File: config.mk
export PLATFORM = sky130hd
export DESIGN_NAME = regfile_mp
export DESIGN_NICKNAME = d
export VERILOG_FILES = /design/src/rtl/regfile_mp.sv
export SDC_FILE = /design/constraint.sdc
export NUM_CORES = 2
export LEC_CHECK = 0
export CORE_MARGIN = 2
export CORE_UTILIZATION = 35
export DETAILED_ROUTE_END_ITERATION = 10
export GPL_ROUTABILITY_DRIVEN = 1
export PLACE_DENSITY_LB_ADDON = 0.2
export SKIP_CTS_REPAIR_TIMING = 1
export SLEW_MARGIN = 30
export SYNTH_ARGS = -nofsm -noshare
export SYNTH_HDL_FRONTEND = slang
export SYNTH_SLANG_ARGS = --single-unit
File: constraint.sdc
create_clock -name clock -period 37 [get_ports clock]
set_input_delay 3.7 -clock clock [delete_from_list [all_inputs] [get_ports clock]]
set_output_delay 3.7 -clock clock [all_outputs]
set_load 0.05 [all_outputs]
File: src/rtl/regfile_mp.sv
// regfile_mp: multi-read-port register file with write bypass and a per-register busy scoreboard
module regfile_mp #(
  parameter int WIDTH    = 32,
  parameter int ADDR_W   = 5,
  parameter int NREAD    = 2,
  parameter int BYPASS   = 1,
  parameter int ZERO_REG = 1
) (
  input  logic                    clock,
  input  logic                    reset,
  input  logic                    ctrl_clear,
  input  logic                    ctrl_writeEnable,
  input  logic [ADDR_W-1:0]       ctrl_writeReg,
  input  logic [WIDTH-1:0]        data_writeReg,
  input  logic                    ctrl_reserve,
  input  logic [ADDR_W-1:0]       ctrl_reserveReg,
  input  logic [NREAD*ADDR_W-1:0] ctrl_readReg,
  output logic [NREAD*WIDTH-1:0]  data_readReg,
  output logic [NREAD-1:0]        busy_read,
  output logic                    busy_any
);
  localparam int DEPTH = 2 ** ADDR_W;
  logic [WIDTH-1:0] regs [DEPTH];
  logic [DEPTH-1:0] busy;
  logic             write_ok;
  logic             reserve_ok;
  assign write_ok   = ctrl_writeEnable && !(ZERO_REG != 0 && ctrl_writeReg == '0);
  assign reserve_ok = ctrl_reserve && !(ZERO_REG != 0 && ctrl_reserveReg == '0);
  // reserve is applied after the write so a back-to-back producer keeps the register busy
  always_ff @(posedge clock or posedge reset)
    if (reset) begin
      busy <= '0;
      for (int i = 0; i < DEPTH; i++) regs[i] <= '0;
    end else if (ctrl_clear) begin
      busy <= '0;
      for (int i = 0; i < DEPTH; i++) regs[i] <= '0;
    end else begin
      if (write_ok) begin
        regs[ctrl_writeReg] <= data_writeReg;
        busy[ctrl_writeReg] <= 1'b0;
      end
      if (reserve_ok) busy[ctrl_reserveReg] <= 1'b1;
    end
  assign busy_any = |busy;
  genvar g;
  for (g = 0; g < NREAD; g++) begin : g_rd
    logic [ADDR_W-1:0] a;
    logic              zero;
    logic              byp;
    assign a    = ctrl_readReg[g*ADDR_W +: ADDR_W];
    // reset forces zeros even while a bypassable write is presented
    assign zero = reset || (ZERO_REG != 0 && a == '0);
    assign byp  = BYPASS != 0 && ctrl_writeEnable && ctrl_writeReg == a;
    assign data_readReg[g*WIDTH +: WIDTH] = zero ? '0 : byp ? data_writeReg : regs[a];
    assign busy_read[g] = zero ? 1'b0 : byp ? (ctrl_reserve && ctrl_reserveReg == a) : busy[a];
  end
endmodule

# Yosys cells after proc, flatten, opt, wreduce, memory -nomap -nowiden
# Cells that the tools add are included.
# classes
order_cmp	10
n_eq_ne	4
mux	31
bitwise	6
n_reduce_logical	19
# op_table
cell	n
1024-bit two-way mux	2
1024-bit bitwise mux	1
32-bit two-way mux	13
32-bit binary-select mux with 5-bit select	2
32-bit demux with 5-bit select	1
32-bit AND	1
32-bit NOT	1
32-bit bitwise OR	1
32-bit OR reduction	1
5-bit by 6-bit less-than comparator with 1-bit output (second input constant)	4
5-bit equality test	4
5-bit logical NOT	4
6-bit >= comparator (second input constant)	3
5-bit NOT with 6-bit output	3
1-bit binary-select mux with 5-bit select	2
1-bit demux with 5-bit select	2
5-bit by 1-bit >= comparator with 1-bit output (second input constant)	2
1-bit logical AND	9
1-bit two-way mux	8
6-bit by 1-bit less-than comparator with 1-bit output (second input constant)	1
1-bit logical NOT	2
1-bit logical OR	2
2-bit nonzero test	1
# word_totals
regBits	1056

# Logic depth before layout (Yosys ltp)
# depth
depth_word	11
ltp_mapped	10

# Least setup slack after synthesis
# Ideal clock, no wire load.
# synth_path
path_type	input -> output
startpoint	input port reset
endpoint	output port data_readReg[10]
arrival_ns	30.394
required_ns	33.300
slack_ns	2.906
cell_stages	5
cell_sequence	inv_1 o211ai_1 clkbuf_1 a21oi_1 a211o_1
# synth_via
elab_chain_cells	2
# synth_lines
element	line	rtl
start, declared	10	input logic reset,
1-bit logical OR	52	assign zero = reset || (ZERO_REG != 0 && a == '0);
32-bit two-way mux	54	assign data_readReg[g*WIDTH +: WIDTH] = zero ? '0 : byp ? data_writeReg : regs[a];
end, declared	18	output logic [NREAD*WIDTH-1:0] data_readReg,
# Every way passes these cells.

# Worst setup path in the final report
# layout_path
startpoint	input port ctrl_readReg[0]
endpoint	output port data_readReg[0]
# layout_via
elab_chain_cells	6
# layout_lines
element	line	rtl
start, declared	17	input logic [NREAD*ADDR_W-1:0] ctrl_readReg,
5-bit NOT with 6-bit output (implied by the code)	54	
32-bit binary-select mux with 5-bit select	54	
32-bit two-way mux (implied by the code) (2 in series)	54	
32-bit two-way mux	54	
32-bit two-way mux *	54	
# Every way passes the cells marked *; elsewhere a longest branch is shown, timed or not. The select of a mux whose other input is x is not followed.

==> results.json <==
{
  "status": "finished clean",
  "port_buffers": 123,
  "synth_xor_area_frac": 0.00292,
  "clkLatencyLatePin_ns": 0.72,
  "rows": 151,
  "combPwrFrac": 0.106,
  "crit_family": "buffers and inverters",
  "dr.first_iter.drc_count": 6507,
  "wire_per_inst_um": 29.8,
  "regArea_um2": 26400,
  "synth_cell_type_count": 72,
  "clk_pin_slew_ns": 0.06,
  "grt_pass1_vias": 50500,
  "p_total_mw": 2.76,
  "synth-adder-area-share": 0,
  "synth_ff_type": "dfrtp_1",
  "grt_first_pass_wirelength_mm": 363,
  "skew_ns": 0,
  "cp_common_cell": "buf_4",
  "first_pass_iters": 6,
  "synthArstFlopShare": 1.00,
  "finalSetupViolCount": 0,
  "fill_cells": 16500,
  "synth_edf_count": 0,
  "crit_buf_inv": 5,
  "numClockSinks": 1056,
  "area_growth_pct": 11.9,
  "final_nets": 6124,
  "final_cell_mix": "nand2_1, a21oi_1, dfrtp_1",
  "p_per_area_nw_per_um2": 41.1,
  "worstPathArrival_ns": 9.34,
  "syn_area_um2": 60000,
  "drc": 0,
  "worstMarginPinSlew_ns": 1.21,
  "slew_viol_final": 0,
  "initial_core_util": 0.353,
  "synth-compound-area-share": 0.156,
  "fin_crit_sh": 0.352,
  "hp-class": "reg -> reg",
  "vias": 51600,
  "layout_commonest_cell": "nand2_1",
  "pwr-share-clk": 0.471,
  "ir_drop_mv": 0.0453,
  "synth_area_leaders": "dfrtp_1, mux4_2, nand2_1, a21oi_1, mux2i_1",
  "worstSetupEndpointType": "output pin",
  "dieArea_um2": 175000,
  "cap_violations": 0,
  "required_ns": 33.30,
  "synth_top_area_frac": 0.440,
  "die_h_um": 418,
  "cts-buffers-inserted": 120,
  "layout-drive-gt1-share": 0.142,
  "synth_mux_area_frac": 0.194,
  "htree_num_levels": 3,
  "overflow": 0,
  "synthSimpleGateAreaFrac": 0.153,
  "cp-start-kind": "input pin",
  "postRouteWirelength_mm": 250,
  "p_sw_mw": 0.748,
  "intPower_mw": 2.01,
  "yosys_warnings": 0,
  "grt_max_degree": 169,
  "cts_max_path_buffers": 3,
  "drtAntennaViolNets": 0,
  "core_um2": 170000,
  "die_w_um": 418,
  "cts_tree": "done",
  "routed_via_density": 6.15,
  "max_freq_mhz": 76.7,
  "worstPathMaxFanout": 99,
  "syn_inst": 6334,
  "slew_headroom": 0.189,
  "post-synth-top-area-cell": "dfrtp_1",
  "leakage_nw": 26.3,
  "swShare": 0.271,
  "gp_congestion": 0.885,
  "min_period_ns": 13.04,
  "synth.avg_cell_area_um2": 9.47,
  "setup_tns_ns": 0,
  "seqPwrFrac": 0.423,
  "synth_top_family_by_area": "multiplexers",
  "hold_viol_final": 0,
  "crit_slowest_cell": "clkdlybuf4s50_1",
  "hpwl_mm": 138,
  "yosysSeqAreaShare": 0.440,
  "syn-num-nets": 6391,
  "rsz0062_at_grt": "false",
  "multi_input_area_um2": 30800,
  "grt_util_all_layers": 0.282,
  "criticalPathCategory": "in -> out",
  "critPathMaxStageDelay_ns": 0.99,
  "io-pin-count": 124,
  "synth_seq_cells": 1056,
  "antenna_found_initial": 10,
  "clock-root-buffer": "clkbuf_16",
  "crit_path_cell_trace": "buf_8 -> buf_4 -> buf_12 -> buf_4 -> mux4_2 -> o22ai_1 -> o211a_1 -> nor3_1 -> clkdlybuf4s50_1"
}
==> layout make-up <==
cell class / count / share of cell area
tap: 2218 / 0.0413
antenna: 4 / 0.000149
inverter: 32 / 0.00192
multi-input combinational: 4562 / 0.458
clock buffer: 180 / 0.0543
sequential: 1056 / 0.394
clock inverter: 47 / 0.00911
timing repair buffer: 295 / 0.0413
==> kinds of logic (layout without fill, tap and decap cells) <==
kind of cell | Yosys count | count (layout)
simple gates | 2295 | 2295
compound gates | 1569 | 1569
flops | 1056 | 1056
buf+inv | 716 | 554
mux | 678 | 678
xor+xnor | 20 | 20
other cells | 0 | 4
==> stage by stage <==
step | setup WS, ns | instances | hold WS, ns | cell area, um2 | util
final | 23.96 | 8394 | 0.525 | 67200 | 0.395
after global routing | 23.85 | 8392 | 0.543 | 67100 | 0.395
after CTS | 24.01 | 8386 | 0.527 | 67000 | 0.394
after detailed placement | 24.03 | 8159 | 0.502 | 62700 | 0.369
after global placement | 24.03 | 8156 | 0.496 | 62600 | 0.369
after floorplan | 2.91 | 6334 | 0.477 | 60000 | -
==> cells in the mapped netlist, types with 36 or more instances <==
cell type	n
a21oi_1	1063
nor2b_1	41
nor2_1	41
mux4_2	386
a221oi_1	136
mux2i_1	279
clkbuf_1	457
buf_2	135
o22ai_1	39
a211o_1	46
dfrtp_1	1056
nand2b_1	36
a22oi_1	120
nand2_1	2041
o21bai_1	55
==> final timing paths <==
kind                                       start                    end  slack (ns)  depth (start not counted)
max                              ctrl_readReg[0]        data_readReg[0]       23.96                          9
min                        regs[999]$_DFFE_PP0P_  regs[999]$_DFFE_PP0P_        0.52                          1
max reg2reg                    busy[9]$_DFF_PP0_      busy[9]$_DFF_PP0_       36.16                          2
min reg2reg                regs[999]$_DFFE_PP0P_  regs[999]$_DFFE_PP0P_        0.52                          1
max in group asynchronous                  reset   regs[88]$_DFFE_PP0P_       29.52                          7
min in group asynchronous                  reset  regs[521]$_DFFE_PP0P_        3.66                          2
==> per-layer routing <==
layer | track usage | vias up | routed length (um)
li1 | - | 21800 | -
met1 | 0.368 | 26600 | 98100
met2 | 0.445 | 2619 | 115000
met3 | 0.0528 | 654 | 21900
met4 | 0.151 | 6 | 14900
met5 | 0 | - | 34
==> state kept, by name (all words and copies together), names as in the netlist <==
signal / count
regs: 1024
busy: 32
==> power by group through the flow <==
stage | Sequential, mW | Combinational (mW) | Clock, mW
after floorplan | 1.19 | 0.181 | 0
after global placement | 1.19 | 0.285 | 0
after detailed placement | 1.19 | 0.287 | 0
after CTS | 1.17 | 0.287 | 1.31
after global routing | 1.17 | 0.304 | 1.36
final | 1.17 | 0.292 | 1.30
(Power assumes the default switching activity.)
